$ cat src/rtl/multi_edge_counter.sv
// Multi-channel gated event counter. Each channel reports START, CYCLIC and STOP
// packets through one round-robin arbitrated valid/ready output register.
module multi_edge_counter #(
    parameter int CH       = 4,
    parameter int WIDTH    = 16,
    parameter int PERIOD   = 10_000_000,
    parameter int SATURATE = 1
) (
    input  logic                                    clk,
    input  logic                                    rst,
    input  logic [CH-1:0]                           enable,
    input  logic [CH-1:0]                           inc,
    output logic [CH*WIDTH-1:0]                     count,
    output logic [CH-1:0]                           ovf,
    output logic                                    pkt_valid,
    input  logic                                    pkt_ready,
    output logic [((CH > 1) ? $clog2(CH) : 1)-1:0]  pkt_ch,
    output logic [1:0]                              pkt_kind,
    output logic [WIDTH-1:0]                        pkt_count,
    output logic                                    pkt_ovf,
    output logic                                    pkt_drop
);

    localparam int CHW = (CH > 1) ? $clog2(CH) : 1;
    localparam int TW  = $clog2(PERIOD);

    localparam logic [1:0] KIND_START  = 2'd0;
    localparam logic [1:0] KIND_CYCLIC = 2'd1;
    localparam logic [1:0] KIND_STOP   = 2'd2;

    logic [CH-1:0]    en_q, en_d, rise, fall;
    logic [WIDTH-1:0] cnt_q [CH];
    logic [WIDTH-1:0] cnt_d [CH];
    logic [CH-1:0]    ovf_q, ovf_d;
    logic [TW-1:0]    tmr_q, tmr_d;
    logic             tick;
    logic [CH-1:0]    slot_v_q, slot_v_d;
    logic [1:0]       slot_k_q [CH];
    logic [1:0]       slot_k_d [CH];
    logic [CHW-1:0]   ptr_q, ptr_d;
    logic             drop_set;

    logic             found, load;
    logic [CHW-1:0]   gnt_idx;
    logic [CH-1:0]    gnt_oh;
    logic [1:0]       sel_kind;
    logic [WIDTH-1:0] sel_cnt;
    logic             sel_ovf;

    logic             pkt_valid_q, pkt_valid_d;
    logic [CHW-1:0]   pkt_ch_q, pkt_ch_d;
    logic [1:0]       pkt_kind_q, pkt_kind_d;
    logic [WIDTH-1:0] pkt_count_q, pkt_count_d;
    logic             pkt_ovf_q, pkt_ovf_d;
    logic             pkt_drop_q, pkt_drop_d;

    assign en_d = enable;
    assign rise = enable & ~en_q;
    assign fall = ~enable & en_q;
    assign tick = (tmr_q == TW'(PERIOD - 1));
    assign tmr_d = tick ? '0 : tmr_q + TW'(1);

    // Round-robin: first pass covers channels at or above the pointer, second wraps below it.
    always_comb begin
        found    = 1'b0;
        gnt_idx  = '0;
        gnt_oh   = '0;
        sel_kind = KIND_START;
        sel_cnt  = '0;
        sel_ovf  = 1'b0;
        for (int i = 0; i < CH; i++) begin
            if (!found && slot_v_q[i] && (CHW'(i) >= ptr_q)) begin
                found = 1'b1; gnt_idx = CHW'(i); gnt_oh[i] = 1'b1;
                sel_kind = slot_k_q[i]; sel_cnt = cnt_q[i]; sel_ovf = ovf_q[i];
            end
        end
        for (int i = 0; i < CH; i++) begin
            if (!found && slot_v_q[i] && (CHW'(i) < ptr_q)) begin
                found = 1'b1; gnt_idx = CHW'(i); gnt_oh[i] = 1'b1;
                sel_kind = slot_k_q[i]; sel_cnt = cnt_q[i]; sel_ovf = ovf_q[i];
            end
        end
        load = (!pkt_valid_q || pkt_ready) && found;
        if (!load) gnt_oh = '0;
    end

    always_comb begin
        ptr_d = ptr_q;
        if (load) ptr_d = (gnt_idx == CHW'(CH - 1)) ? '0 : gnt_idx + CHW'(1);
    end

    always_comb begin
        logic       occ_v, post_v;
        logic [1:0] post_k;
        drop_set = 1'b0;
        for (int i = 0; i < CH; i++) begin
            cnt_d[i] = cnt_q[i];
            ovf_d[i] = ovf_q[i];
            if (rise[i]) begin
                cnt_d[i] = '0;
                ovf_d[i] = 1'b0;
            end else if (enable[i] && inc[i]) begin
                if (&cnt_q[i]) begin
                    ovf_d[i] = 1'b1;
                    cnt_d[i] = (SATURATE != 0) ? cnt_q[i] : '0;
                end else begin
                    cnt_d[i] = cnt_q[i] + WIDTH'(1);
                end
            end

            post_v = rise[i] || fall[i] || (tick && en_q[i]);
            post_k = rise[i] ? KIND_START : (fall[i] ? KIND_STOP : KIND_CYCLIC);
            // A slot granted this cycle is already free for the new event.
            occ_v       = slot_v_q[i] && !gnt_oh[i];
            slot_v_d[i] = occ_v;
            slot_k_d[i] = slot_k_q[i];
            if (post_v) begin
                if (post_k != KIND_CYCLIC) begin
                    if (occ_v && (slot_k_q[i] != KIND_CYCLIC)) drop_set = 1'b1;
                    slot_v_d[i] = 1'b1;
                    slot_k_d[i] = post_k;
                end else if (!occ_v) begin
                    slot_v_d[i] = 1'b1;
                    slot_k_d[i] = KIND_CYCLIC;
                end
            end
        end
    end

    always_comb begin
        pkt_valid_d = pkt_valid_q;
        pkt_ch_d    = pkt_ch_q;
        pkt_kind_d  = pkt_kind_q;
        pkt_count_d = pkt_count_q;
        pkt_ovf_d   = pkt_ovf_q;
        pkt_drop_d  = pkt_drop_q | drop_set;
        if (load) begin
            pkt_valid_d = 1'b1;
            pkt_ch_d    = gnt_idx;
            pkt_kind_d  = sel_kind;
            pkt_count_d = sel_cnt;
            pkt_ovf_d   = sel_ovf;
        end else if (pkt_ready) begin
            pkt_valid_d = 1'b0;
        end
    end

    // NOTE: the per-channel arrays are small register files, so they take the reset like any other flop.
    always_ff @(posedge clk) begin
        if (rst) begin
            en_q        <= '0;
            ovf_q       <= '0;
            tmr_q       <= '0;
            slot_v_q    <= '0;
            ptr_q       <= '0;
            pkt_valid_q <= 1'b0;
            pkt_ch_q    <= '0;
            pkt_kind_q  <= KIND_START;
            pkt_count_q <= '0;
            pkt_ovf_q   <= 1'b0;
            pkt_drop_q  <= 1'b0;
            for (int i = 0; i < CH; i++) begin
                cnt_q[i]    <= '0;
                slot_k_q[i] <= KIND_START;
            end
        end else begin
            en_q        <= en_d;
            ovf_q       <= ovf_d;
            tmr_q       <= tmr_d;
            slot_v_q    <= slot_v_d;
            ptr_q       <= ptr_d;
            pkt_valid_q <= pkt_valid_d;
            pkt_ch_q    <= pkt_ch_d;
            pkt_kind_q  <= pkt_kind_d;
            pkt_count_q <= pkt_count_d;
            pkt_ovf_q   <= pkt_ovf_d;
            pkt_drop_q  <= pkt_drop_d;
            for (int i = 0; i < CH; i++) begin
                cnt_q[i]    <= cnt_d[i];
                slot_k_q[i] <= slot_k_d[i];
            end
        end
    end

    always_comb begin
        count = '0;
        for (int i = 0; i < CH; i++) count[i*WIDTH +: WIDTH] = cnt_q[i];
    end

    assign ovf       = ovf_q;
    assign pkt_valid = pkt_valid_q;
    assign pkt_ch    = pkt_ch_q;
    assign pkt_kind  = pkt_kind_q;
    assign pkt_count = pkt_count_q;
    assign pkt_ovf   = pkt_ovf_q;
    assign pkt_drop  = pkt_drop_q;

endmodule
$ cat config.mk
export PLATFORM = sky130hd
export DESIGN_NAME = multi_edge_counter
export DESIGN_NICKNAME = d
export VERILOG_FILES = /design/src/rtl/multi_edge_counter.sv
export SDC_FILE = /design/constraint.sdc
export NUM_CORES = 1
export LEC_CHECK = 0
export BUFFER_PORTS_ARGS = -buffer_cell sky130_fd_sc_hd__buf_2
export CAP_MARGIN = 5
export CORE_MARGIN = 2
export CORE_UTILIZATION = 55
export DETAILED_ROUTE_END_ITERATION = 10
export PLACE_DENSITY_LB_ADDON = 0.12
export SLEW_MARGIN = 20
export SYNTH_ARGS = -nofsm -noshare
export SYNTH_HDL_FRONTEND = slang
export SYNTH_SLANG_ARGS = --single-unit
$ cat constraint.sdc
create_clock -name clk -period 3.5 [get_ports clk]
set_input_delay 0.7 -clock clk [delete_from_list [all_inputs] [get_ports clk]]
set_output_delay 0.7 -clock clk [all_outputs]
set_load 0.02 [all_outputs]
### Word level (Yosys, flattened, before mapping)

Memories as Yosys holds them, arrays and structs flattened.
Cells that the tools add are included.

| word-level totals | value |
|---|---|
| bits in registers | 61 |
| latch bits | 0 |
| bits in writable memories | 72 |
| ROM bits | 0 |
| input bits | 11 |
| output and inout bits | 91 |
| logic and storage cells | 229 |
| memories | 2 |

Memory list:

| name | depth | bits a word | rd ports | clocked after memory_dff | wr ports | RTL line | RTL |
|---|---|---|---|---|---|---|---|
| cnt_q | 4 | 16 | 4 | 0 | 4 | 32 | `logic [WIDTH-1:0] cnt_q [CH];` |
| slot_k_q | 4 | 2 | 4 | 0 | 4 | 38 | `logic [1:0] slot_k_q [CH];` |

| cells by class | value |
|---|---|
| $add $sub $neg | 6 |
| multiply operators | 0 |
| divide/modulo/power cells | 0 |
| magnitude comparators | 8 |
| equal/unequal tests | 10 |
| shift operators | 0 |
| muxes and demuxes | 109 |
| bitwise logic cells | 13 |
| reductions and logical operators | 67 |

Operators by type and width:

| cell | count |
|---|---|
| 16-bit 2-to-1 mux | 24 |
| 2-bit 2-to-1 mux | 39 |
| 17-bit AND reduction | 4 |
| 16-bit by 1-bit adder with 16-bit output, second input constant | 4 |
| 16-bit AND reduction | 4 |
| 1-bit 2-to-1 mux | 45 |
| 1-bit logical AND | 32 |
| 24-bit by 1-bit adder with 24-bit output, second input constant | 1 |
| 24-bit equality test, second input constant | 1 |
| 2-bit by 1-bit inequality test with 1-bit output, second input constant | 8 |
| 1-bit logical NOT | 12 |
| 2-bit OR reduction | 5 |
| 1-bit logical OR | 9 |
| 1-bit OR | 9 |
| 4-bit bitwise AND | 2 |
| 4-bit inverter | 2 |
| 1-bit by 2-bit >= comparator with 1-bit output, first input constant | 2 |
| 2-bit >= comparator, first input constant | 2 |
| 1-bit by 2-bit < comparator with 1-bit output, first input constant | 2 |
| 2-bit < comparator, first input constant | 2 |
| 4-bit 2-to-1 mux | 1 |
| 2-bit by 1-bit adder with 2-bit output, second input constant | 1 |
| 2-bit equality test, second input constant | 1 |
| 2-bit nonzero test | 1 |

### Longest topological paths before layout

| depth | value |
|---|---|
| depth after elaboration | 49 |
| mapped depth | 9 |
| mapped depth without buffers | 7 |

### Worst setup path after synthesis

Ideal clock, no wire load.

| timing | value |
|---|---|
| path type | register to register |
| start point | mem cnt_q[0][5] |
| end point | mem cnt_q[0][7] |
| library setup time | 0.128 ns |
| arrival time | 1.876 ns |
| required time | 3.372 ns |
| slack | 1.496 ns |
| cell stages (with the launch flop) | 8 |
| path buffers | 1 |
| clock period less this slack | 2.004 ns |
| cell sequence | dfxtp_1 -> buf_2 -> nand4_2 -> or4_4 -> o2111a_1 -> nand3_1 -> xor2_1 -> nor2_1 |

RTL lines:

| element | RTL line |
|---|---|
| start, declared | 32 |

### Worst setup path after layout

| timing | value |
|---|---|
| start point | reg slot_v_q[1] |
| end point | reg pkt_count_q[14], in the netlist pkt_count[14] |

| on the way | value |
|---|---|
| longest elaborated chain between the ends | 28 |
| elaborated cells on any way between the ends | 35 |
| classes of those cells | mux: 14; reduce/logical: 21 |

Ends and longest elaborated chain:

| element | RTL line | RTL |
|---|---|---|
| start, declared | 37 | `logic [CH-1:0] slot_v_q, slot_v_d;` |
| start signal, assigned | 170 | `slot_v_q <= slot_v_d;` |
| 1-bit logical AND (2 in a row) | 72 | `if (!found && slot_v_q[i] && (CHW'(i) >= ptr_q)) begin` |
| 1-bit 2-to-1 mux | 72 |  |
| 1-bit logical NOT | 72 |  |
| 1-bit logical AND (2 in a row) | 72 |  |
| 1-bit 2-to-1 mux | 72 |  |
| 1-bit logical NOT | 72 |  |
| 1-bit logical AND (2 in a row) | 72 |  |
| 1-bit 2-to-1 mux | 72 |  |
| (+7 left out) | n/a |  |
| 1-bit 2-to-1 mux | 78 | `if (!found && slot_v_q[i] && (CHW'(i) < ptr_q)) begin` |
| 1-bit logical NOT | 78 |  |
| 1-bit logical AND (2 in a row) | 78 |  |
| 1-bit 2-to-1 mux | 78 |  |
| 1-bit logical NOT | 78 |  |
| 1-bit logical AND (2 in a row) | 78 |  |
| 1-bit 2-to-1 mux | 78 |  |
| 1-bit logical AND | 83 | `load = (!pkt_valid_q \|\| pkt_ready) && found;` |
| end signal, assigned | 175 | `pkt_count_q <= pkt_count_d;` |
| end, declared | 53 | `logic [WIDTH-1:0] pkt_count_q, pkt_count_d;` |

Several ways; a longest one is shown, not always the timed one.
A chain may end at the register's enable or synchronous reset.

==> results.yml <==
sta:
  fin_crit_ns: 2.88
  max-slew-margin-rel_pct: 34.4
  maxSlewViolCount: 0
  worstMarginPinSlew_ns: 0.983
  rsz0062_at_grt: "no"
  fin_crit_sh_pct: 82.2
  whs_ns: 0.461
  hold_violations: 0
  setup_violations: 0
  max_freq_mhz: 347
  setup_slack_ns: 0.622
  clock_skew_ns: 0.00897
  tns_ns: 0
routing:
  vias: 6845
  ant_nets: 0
  dr.pass1.iters: 6
  drc: 0
  routed_wl_mm: 20.7
  drtIter0Drc: 746
  drt-vias-per-instance: 6.14
  avgRoutedWirePerCell_um: 18.6
outcome:
  outcome: "finished, final reports clean"
placement:
  place_inst: 1082
  io_buffers: 101
  globalplace.congestion: 0.945
  post-place-ws_ns: 0.746
  place_hpwl_mm: 14.7
grt:
  grt_antenna_before_repair: 0
  grtUsageTotal_pct: 31.4
  grt_overflow_total: 0
  grt_pass1_wl_mm: 33.0
  grt_start_max_net_pins: 30
  grt_pass1_vias: 6332
final_layout:
  layout-drive-gt1-share_pct: 17.0
  synthToLayoutAreaGrowth_pct: 17.9
  layout_common_cells: "133 x dfxtp_1, 113 x nor2_1, 101 x buf_2"
  stdcell_count: 1114
  diodes: 0
  nets: 957
  final_common_cell: "dfxtp_1"
critical_path:
  worstSetupEndpointType: "flop"
  crit_fanout: 27
  arrival_ns: 3.15
  worstPathRequired_ns: 3.77
  crit_path_start_kind: "flop"
  worstSetupPathType: "reg2reg"
floorplanning:
  die_area_um2: 13500
  rows: 40
  core-area_um2: 12200
  pin_count: 102
  die_y_um: 116
  start_util_pct: 56.9
  die_w_um: 116
hold_path:
  hp-class: "reg2reg"
cts:
  cts_tree: "done"
  cts_buffer_depth: 2
  clk_pin_slew_ns: 0.06
  clk_latency_ns: 0.43
  cts_made_buffers: 17
  cts_setup_buffers: 0
  root_buffer: "clkbuf_16"
  cts_resized: 0
  htree_num_levels: 4
  clock_sink_count: 133
  cts_hold_buf: 0
yosys:
  synthCells: 859
  ys_warn_count: 0
  synth-edff-count: 0
  ys_types: 59
  syn_area_um2: 6920
  ys_async_sr_fraction_pct: 0
  ys_ff_latch: 133
  yosysSeqAreaShare_pct: 38.5
  ys.flop_type: "dfxtp_1"
  avgSynthCellArea_um2: 8.06
  syn_nets: 883
flow_run:
  cap_violations: 0
power:
  vdd_drop_max_uv: 297
  leakagePower_nw: 3.33
  power_density_nw_per_um2: 524
## cell families (layout without fill, tap and decap cells)
group                      count (synthesis)  after routing  synth area share, %
AOI/OAI and AO/OA                        188            188                 18.9
xor gates and xnor gates                  68             68                 8.60
adders and majority gates                 13             13                 2.35
buffers and inverters                     74            161                 4.36
DFF                                      133            133                 38.5
muxes                                     10             10                 1.46
and+or+nand+nor                          373            373                 25.9
## where the power goes
part	total, mW	leakage [nW]	internal (mW)	switching [mW]
Combinational	0.490	1.91	0.175	0.315
Sequential	1.65	1.08	1.57	0.0785
Clock	2.14	0.338	1.44	0.707
Total	4.28	3.33	3.18	1.10
## metal layers
layer	global-route usage [%]	wire length (um)
met4	11.9	448
met3	7.78	1860
met1	42.7	9130
met2	48.3	9310
met5	0	0
## final timing paths
kind / endpoint / slack, ns / cells after the start / from
min: pkt_ch[0] / 0.46 / 2 / pkt_ch[0]
max reg2reg: pkt_count[14] / 0.62 / 6 / slot_v_q[1]
max: pkt_count[14] / 0.62 / 6 / slot_v_q[1]
min reg2reg: pkt_ch[0] / 0.46 / 2 / pkt_ch[0]
## synthesized netlist by cell type (all sizes together), types with 13 or more instances
master    n  share of area, %
nor3     24               1.8
clkbuf   30               1.7
a31oi    13               1.4
buf      20               1.4
a211oi   15               1.6
and3     21               1.9
nand2    87               4.7
xnor2    22               2.8
dfxtp   133                38
a21oi    51               3.7
nor2    115               6.3
ha       13               2.3
inv      24               1.3
xor2     46               5.8
nand4    17               1.6
o21ai    32               2.3
nand3    57               4.1
## cell type report
| class | instances | area, um2 |
|---|---|---|
| flip-flops and latches | 133 | 2660 |
| multi-input cells | 652 | 3960 |
| repair buffers | 105 | 536 |
| inverters | 24 | 90.1 |
| fillers | 1033 | 4000 |
| well taps | 168 | 210 |
| clock inverters | 14 | 269 |
| clock buffers | 18 | 439 |
## flip-flops by register name, indices dropped and copies added (netlist names), 4 cells and up
signal     count
cnt_q         64
en_q           4
ovf            4
pkt_count     16
slot_k_q       8
slot_v_q       4
tmr_q         24
## metrics by stage
step           area, um2  util [%]  total power [mW]
3_3_place_gp        7460      61.3              2.14
4_1_cts             8170      67.1              4.28
5_1_grt             8170      67.1              4.42
2_1_floorplan       6920         -              2.02
3_5_place_dp        7460      61.3              2.15
6_report            8170      67.1              4.28
## worst max-delay path, cell delays in order, from the launching register on
cell and delay (ns):
dfxtp_1 0.96, nor2_1 0.19, a21oi_1 0.70, nand2_1 0.21
a211o_1 0.32, a221oi_1 0.25, nor4_1 0.08
Note: power is estimated with default switching activity, not from simulation.
